==> config.mk <==
export PLATFORM = sky130hd
export DESIGN_NAME = cs_split_ctrl
export DESIGN_NICKNAME = d
export VERILOG_FILES = /design/src/rtl/cs_split_ctrl.sv
export SDC_FILE = /design/constraint.sdc
export NUM_CORES = 2
export LEC_CHECK = 0
export ABC_CLOCK_PERIOD_IN_PS = 8400
export CORE_UTILIZATION = 50
export DETAILED_ROUTE_END_ITERATION = 8
export PLACE_DENSITY = 0.8
export SLEW_MARGIN = 5
export SYNTH_ARGS = -nofsm -noshare
export SYNTH_HDL_FRONTEND = slang
export SYNTH_SLANG_ARGS = --single-unit
==> constraint.sdc <==
create_clock -name clk -period 8.4 [get_ports clk]
set_input_delay 2.1 -clock clk [delete_from_list [all_inputs] [get_ports clk]]
set_output_delay 2.1 -clock clk [all_outputs]
set_load 0.005 [all_outputs]
==> src/rtl/cs_split_ctrl.sv <==
// Clip-and-split controller wrapped around cs_stack.
// Takes one triangle at a time and culls it when it lies fully off-screen.
// Otherwise it midpoint-subdivides the triangle depth-first until its bbox fits MAX_EXT.
// Pending pieces are parked in cs_stack; finished pieces go to raster setup.
//
// state     | meaning
// ----------+-----------------------------------------------------------
// IDLE      | waiting for an input triangle (in_ready=1)
// CLASSIFY  | bbox of cur: cull, emit as-is, or split
// PUSH0..2  | push sub-triangles s0, s1, s2 one per cycle; s3 becomes cur
// EMIT      | hold cur on out_tri until out_ready
// NEXT      | stack empty -> done pulse, else stk_pop issued this cycle
// POPWAIT   | registered stack data arrives, load into cur
module cs_split_ctrl #(
  parameter int COORD_W  = 16,
  parameter int SCREEN_W = 640,
  parameter int SCREEN_H = 480,
  parameter int MAX_EXT  = 32,
  parameter int DEPTH    = 8
) (
  input  logic                 clk,
  input  logic                 rst,
  input  logic                 in_valid,
  output logic                 in_ready,
  input  logic [9*COORD_W-1:0] in_tri,
  output logic                 out_valid,
  input  logic                 out_ready,
  output logic [9*COORD_W-1:0] out_tri,
  output logic                 stk_push,
  output logic                 stk_pop,
  output logic [9*COORD_W-1:0] stk_wr_tri,
  input  logic [9*COORD_W-1:0] stk_rd_tri,
  output logic                 busy,
  output logic                 done
);

  localparam int VW = 3*COORD_W;
  localparam int OW = $clog2(DEPTH+1);
  localparam logic signed [COORD_W:0] EXT_S = (COORD_W+1)'(MAX_EXT);
  localparam logic signed [COORD_W:0] SW_S  = (COORD_W+1)'(SCREEN_W);
  localparam logic signed [COORD_W:0] SH_S  = (COORD_W+1)'(SCREEN_H);

  typedef enum logic [2:0] {
    S_IDLE, S_CLASSIFY, S_PUSH0, S_PUSH1, S_PUSH2, S_EMIT, S_NEXT, S_POPWAIT
  } state_t;

  state_t              state;
  logic [OW-1:0]       occ;
  logic [9*COORD_W-1:0] cur;
  logic [VW-1:0]       m01, m12, m20;

  // Floor midpoint: one extra bit so the sum never overflows, then drop the LSB.
  function automatic logic [COORD_W-1:0] mid_c(input logic [COORD_W-1:0] a,
                                               input logic [COORD_W-1:0] b);
    logic signed [COORD_W:0] s;
    s = $signed({a[COORD_W-1], a}) + $signed({b[COORD_W-1], b});
    return s[COORD_W:1];
  endfunction

  function automatic logic [VW-1:0] mid_v(input logic [VW-1:0] a, input logic [VW-1:0] b);
    return {mid_c(a[3*COORD_W-1:2*COORD_W], b[3*COORD_W-1:2*COORD_W]),
            mid_c(a[2*COORD_W-1:COORD_W],   b[2*COORD_W-1:COORD_W]),
            mid_c(a[COORD_W-1:0],           b[COORD_W-1:0])};
  endfunction

  logic [VW-1:0] v0, v1, v2, m01_c, m12_c, m20_c;
  logic signed [COORD_W:0] x0, x1, x2, y0, y1, y2;
  logic signed [COORD_W:0] minx, maxx, miny, maxy;
  logic cull, fits, no_room;

  assign v0 = cur[VW-1:0];
  assign v1 = cur[2*VW-1:VW];
  assign v2 = cur[3*VW-1:2*VW];
  assign m01_c = mid_v(v0, v1);
  assign m12_c = mid_v(v1, v2);
  assign m20_c = mid_v(v2, v0);

  assign x0 = {v0[COORD_W-1], v0[COORD_W-1:0]};
  assign x1 = {v1[COORD_W-1], v1[COORD_W-1:0]};
  assign x2 = {v2[COORD_W-1], v2[COORD_W-1:0]};
  assign y0 = {v0[2*COORD_W-1], v0[2*COORD_W-1:COORD_W]};
  assign y1 = {v1[2*COORD_W-1], v1[2*COORD_W-1:COORD_W]};
  assign y2 = {v2[2*COORD_W-1], v2[2*COORD_W-1:COORD_W]};

  // Screen-space bounding box of the current triangle.
  always_comb begin
    minx = x0; maxx = x0; miny = y0; maxy = y0;
    if (x1 < minx) minx = x1;
    if (x2 < minx) minx = x2;
    if (x1 > maxx) maxx = x1;
    if (x2 > maxx) maxx = x2;
    if (y1 < miny) miny = y1;
    if (y2 < miny) miny = y2;
    if (y1 > maxy) maxy = y1;
    if (y2 > maxy) maxy = y2;
  end

  // Extents use the widened range so max-min cannot wrap.
  assign cull    = (maxx < 0) || (maxy < 0) || (minx >= SW_S) || (miny >= SH_S);
  assign fits    = ((maxx - minx) <= EXT_S) && ((maxy - miny) <= EXT_S);
  // A split needs three free slots; with fewer the piece is emitted oversized.
  assign no_room = int'(occ) > DEPTH - 3;

  // Controller FSM with all outputs registered.
  always_ff @(posedge clk) begin
    if (rst) begin
      state      <= S_IDLE;
      occ        <= '0;
      cur        <= '0;
      m01        <= '0;
      m12        <= '0;
      m20        <= '0;
      in_ready   <= 1'b1;
      out_valid  <= 1'b0;
      out_tri    <= '0;
      stk_push   <= 1'b0;
      stk_pop    <= 1'b0;
      stk_wr_tri <= '0;
      busy       <= 1'b0;
      done       <= 1'b0;
    end else begin
      stk_push <= 1'b0;
      stk_pop  <= 1'b0;
      done     <= 1'b0;
      case (state)
        S_IDLE: begin
          if (in_valid) begin
            cur      <= in_tri;
            in_ready <= 1'b0;
            busy     <= 1'b1;
            state    <= S_CLASSIFY;
          end
        end
        S_CLASSIFY: begin
          if (cull) begin
            state <= S_NEXT;
            if (occ == '0) done <= 1'b1;
            else           stk_pop <= 1'b1;
          end else if (fits || no_room) begin
            out_valid <= 1'b1;
            out_tri   <= cur;
            state     <= S_EMIT;
          end else begin
            m01        <= m01_c;
            m12        <= m12_c;
            m20        <= m20_c;
            stk_push   <= 1'b1;
            stk_wr_tri <= {m20_c, m01_c, v0};
            state      <= S_PUSH0;
          end
        end
        S_PUSH0: begin
          occ        <= occ + 1'b1;
          stk_push   <= 1'b1;
          stk_wr_tri <= {m12, v1, m01};
          state      <= S_PUSH1;
        end
        S_PUSH1: begin
          occ        <= occ + 1'b1;
          stk_push   <= 1'b1;
          stk_wr_tri <= {v2, m12, m20};
          state      <= S_PUSH2;
        end
        S_PUSH2: begin
          occ   <= occ + 1'b1;
          cur   <= {m20, m12, m01};
          state <= S_CLASSIFY;
        end
        S_EMIT: begin
          if (out_ready) begin
            out_valid <= 1'b0;
            state     <= S_NEXT;
            if (occ == '0) done <= 1'b1;
            else           stk_pop <= 1'b1;
          end
        end
        S_NEXT: begin
          if (occ == '0) begin
            in_ready <= 1'b1;
            busy     <= 1'b0;
            state    <= S_IDLE;
          end else begin
            occ   <= occ - 1'b1;
            state <= S_POPWAIT;
          end
        end
        S_POPWAIT: begin
          cur   <= stk_rd_tri;
          state <= S_CLASSIFY;
        end
        default: state <= S_IDLE;
      endcase
    end
  end

endmodule

==> results.cfg <==
[logic_synthesis]
synth-seq-cells = 589
ys_seq_area_share_pct = 30.6
synthTopCellsByCount = dfxtp_1 (589), nand2_1 (454), o21ai_0 (453), a21oi_1 (406), nor2_1 (336)
synth_ff_type = dfxtp_1
syn_area_per_cell_um2 = 7.95
synth-edff-count = 0
yosys-top-cells-area = dfxtp_1 (31%), ha_1 (8.6%), o21ai_0 (5.9%), a21oi_1 (5.3%), mux2i_1 (5.3%)
syn-num-nets = 5413
yosys.area.top_type = dfxtp_1
synth_cells = 4846
yosysWarnings = 0
ys_types = 87
yosysTopAreaCellShare_pct = 30.6
syn_area_mm2 = 0.0385
synth_most_common_cell = dfxtp_1
synth_async_sr_flop_share_pct = 0

[cts]
htree_levels = 3
cts_buffer_depth = 3
worst_skew_pair.late_latency_ps = 620
cts_tree = done
cts_hold_buf = 0
numClockSinks = 589
cts_root_buf = clkbuf_16
cts_made_buffers = 68
clk_pin_slew_worst_paths_ps = 60

[run]
max-cap-violations = 0

[final_layout]
fin_cells = 6400
nFillCells = 6622
drive_gt1_share_pct = 8.38
nNetsFinal = 5883
area_growth_syn_to_layout_pct = 26.6
postLayoutCellArea_mm2 = 0.0488

[grt]
grt_pass1_wl_um = 230000
grt_pass1_vias = 38400
grt_max_degree = 211
grt_overflow_total = 0
antenna_found_initial = 2
grt_use_total_pct = 37.3

[min_path]
min_path_type = flip-flop to flip-flop
holdCritStartpoint = stk_wr_tri[93]
hold_end = stk_wr_tri[93]
hold_path_depth = 2

[sta]
worst_slack_ps = 365
slew_viol_final = 0
setup_viol = 0
hold_violations = 0
final.min_clock_period_ps = 8030
fin_crit_sh_pct = 95.7
relSlewSlack_pct = 23.2
timing.setup.tns_ps = 0
fin_skew_ps = 38.8
grt_setup_unrepaired = false
worstMarginPinSlew_ps = 1150
max_freq_mhz = 124

[detailed_routing]
wl_per_cell_um = 23.9
drtIter0Drc = 4528
routed_wl_um = 153000
first_pass_iters = 6
via_per_inst = 6.47
ant_nets = 0
vias = 41400
drcViolationCount = 0

[placement]
dp_hpwl_um = 108000
place_ws_ps = 134
place_congestion = 1.00
dp_cells = 6274
dpl-instance-area_mm2 = 0.0463
port_buffers = 585

[setup_path]
arrival_ps = 8490
rrSetupSlack_ps = 370
worstSetupPathType = flip-flop to flip-flop
crit_top_cell = a21oi_1
endpoint_kind = flip-flop
r2r_start = cur[29]
slowest_delay_ps = 560
rr_worst_depth = 31
cp-start-kind = flip-flop
slowest_stage = or4_1
cp.required_ps = 8850
cp_max_fo = 47
r2r-end = out_tri[67]

[floorplan]
die_y_um = 280
io_pins = 586
die_x_um = 280
die_area_mm2 = 0.0781
initial_utilization_pct = 50.6
num_rows = 101
coreArea_mm2 = 0.0761

[status]
status = complete, no violations
-- through the flow --
stage               hold slack [ps]  util (%)
detailed placement              450      60.8
global placement                437      60.8
global route                    475      64.1
floorplan                       445         -
finish                          456      64.1
CTS                             460      63.9
-- what timing repair did --
action	CTS	global route
resized for setup	0	23
setup buffers	0	2
endpoints found under the setup margin	0	437
-- worst max path at each step --
stage             from              to  cells past startpoint
2_1_floorplan   cur[8]  stk_wr_tri[19]                     31
3_3_place_gp    cur[5]         m01[31]                     31
3_5_place_dp    cur[5]         m01[31]                     31
4_1_cts         cur[5]     out_tri[67]                     31
5_1_grt        cur[28]     out_tri[28]                     32
6_report       cur[29]     out_tri[67]                     31
-- placed cells by master (no fill, tap or decap), types with 34 or more instances in the layout --
master,Yosys,final
a211oi_1,198,198
a21oi_1,406,404
a31o_1,36,36
a31o_2,35,35
a41o_1,59,59
buf_12,0,39
buf_4,10,189
clkbuf_16,0,72
clkdlybuf4s50_1,0,584
dfxtp_1,589,586
ha_1,265,265
inv_1,121,121
mux2i_1,203,202
nand2_1,454,452
nand2b_1,37,37
nand3_1,282,282
nor2_1,336,333
nor3_1,60,59
o2111a_1,113,113
o211ai_1,34,34
o21ai_0,453,451
o22ai_1,146,146
o31ai_1,63,61
xnor2_1,68,68
xor2_1,47,47
-- area by class of cell --
class	instances	area (um2)	share of cell area (%)
diodes	1	2.50	0.00513
clock buffers	93	2010	4.12
clock inverters	30	378	0.775
inverters	123	469	0.962
multi-input cells	3719	24700	50.7
flip-flops and latches	589	11800	24.2
well taps	1030	1290	2.64
repair buffers	815	8080	16.6
-- metal layers --
layer | routed length [um] | GRT usage (%)
met1 | 60900 | 48.0
met5 | 11 | 0
met4 | 7890 | 18.0
met2 | 70200 | 60.4
met3 | 14100 | 6.51
-- cell families (layout without fill, tap and decap cells) --
logic type / Yosys count / count (layout) / share of synthesized area (%)
AO/OA/AOI/OAI: 1771 / 1771 / 30.5
adder cells (fa/ha/maj): 275 / 275 / 9.13
multiplexers: 223 / 223 / 5.86
XOR/XNOR: 115 / 115 / 2.62
AND/OR/NAND/NOR: 1335 / 1335 / 15.6
buffers and inverters: 538 / 1061 / 5.66
other: 0 / 1 / 0
flip-flops: 589 / 589 / 30.6
-- flip-flops by register name, summed over array words and instances (netlist names) --
name and flops:
stk_wr_tri 144, out_tri 144, m12 48, busy 1, m20 48, in_ready 1
stk_pop 1, done 1, occ 4, m01 48, cur 144, state 3
out_valid 1, stk_push 1
-- critical path: cells and delay by family, from the launching register on --
family | cells | cell delay (ps)
compound gates | 15 | 3560
simple gates | 7 | 1840
fa+ha+maj | 3 | 940
buf+inv | 5 | 860
flops | 1 | 330
mux | 1 | 320
Power is left out: the tool's default activity adds up to more than one toggle a clock period on the data nets, which glitch-free logic cannot reach.
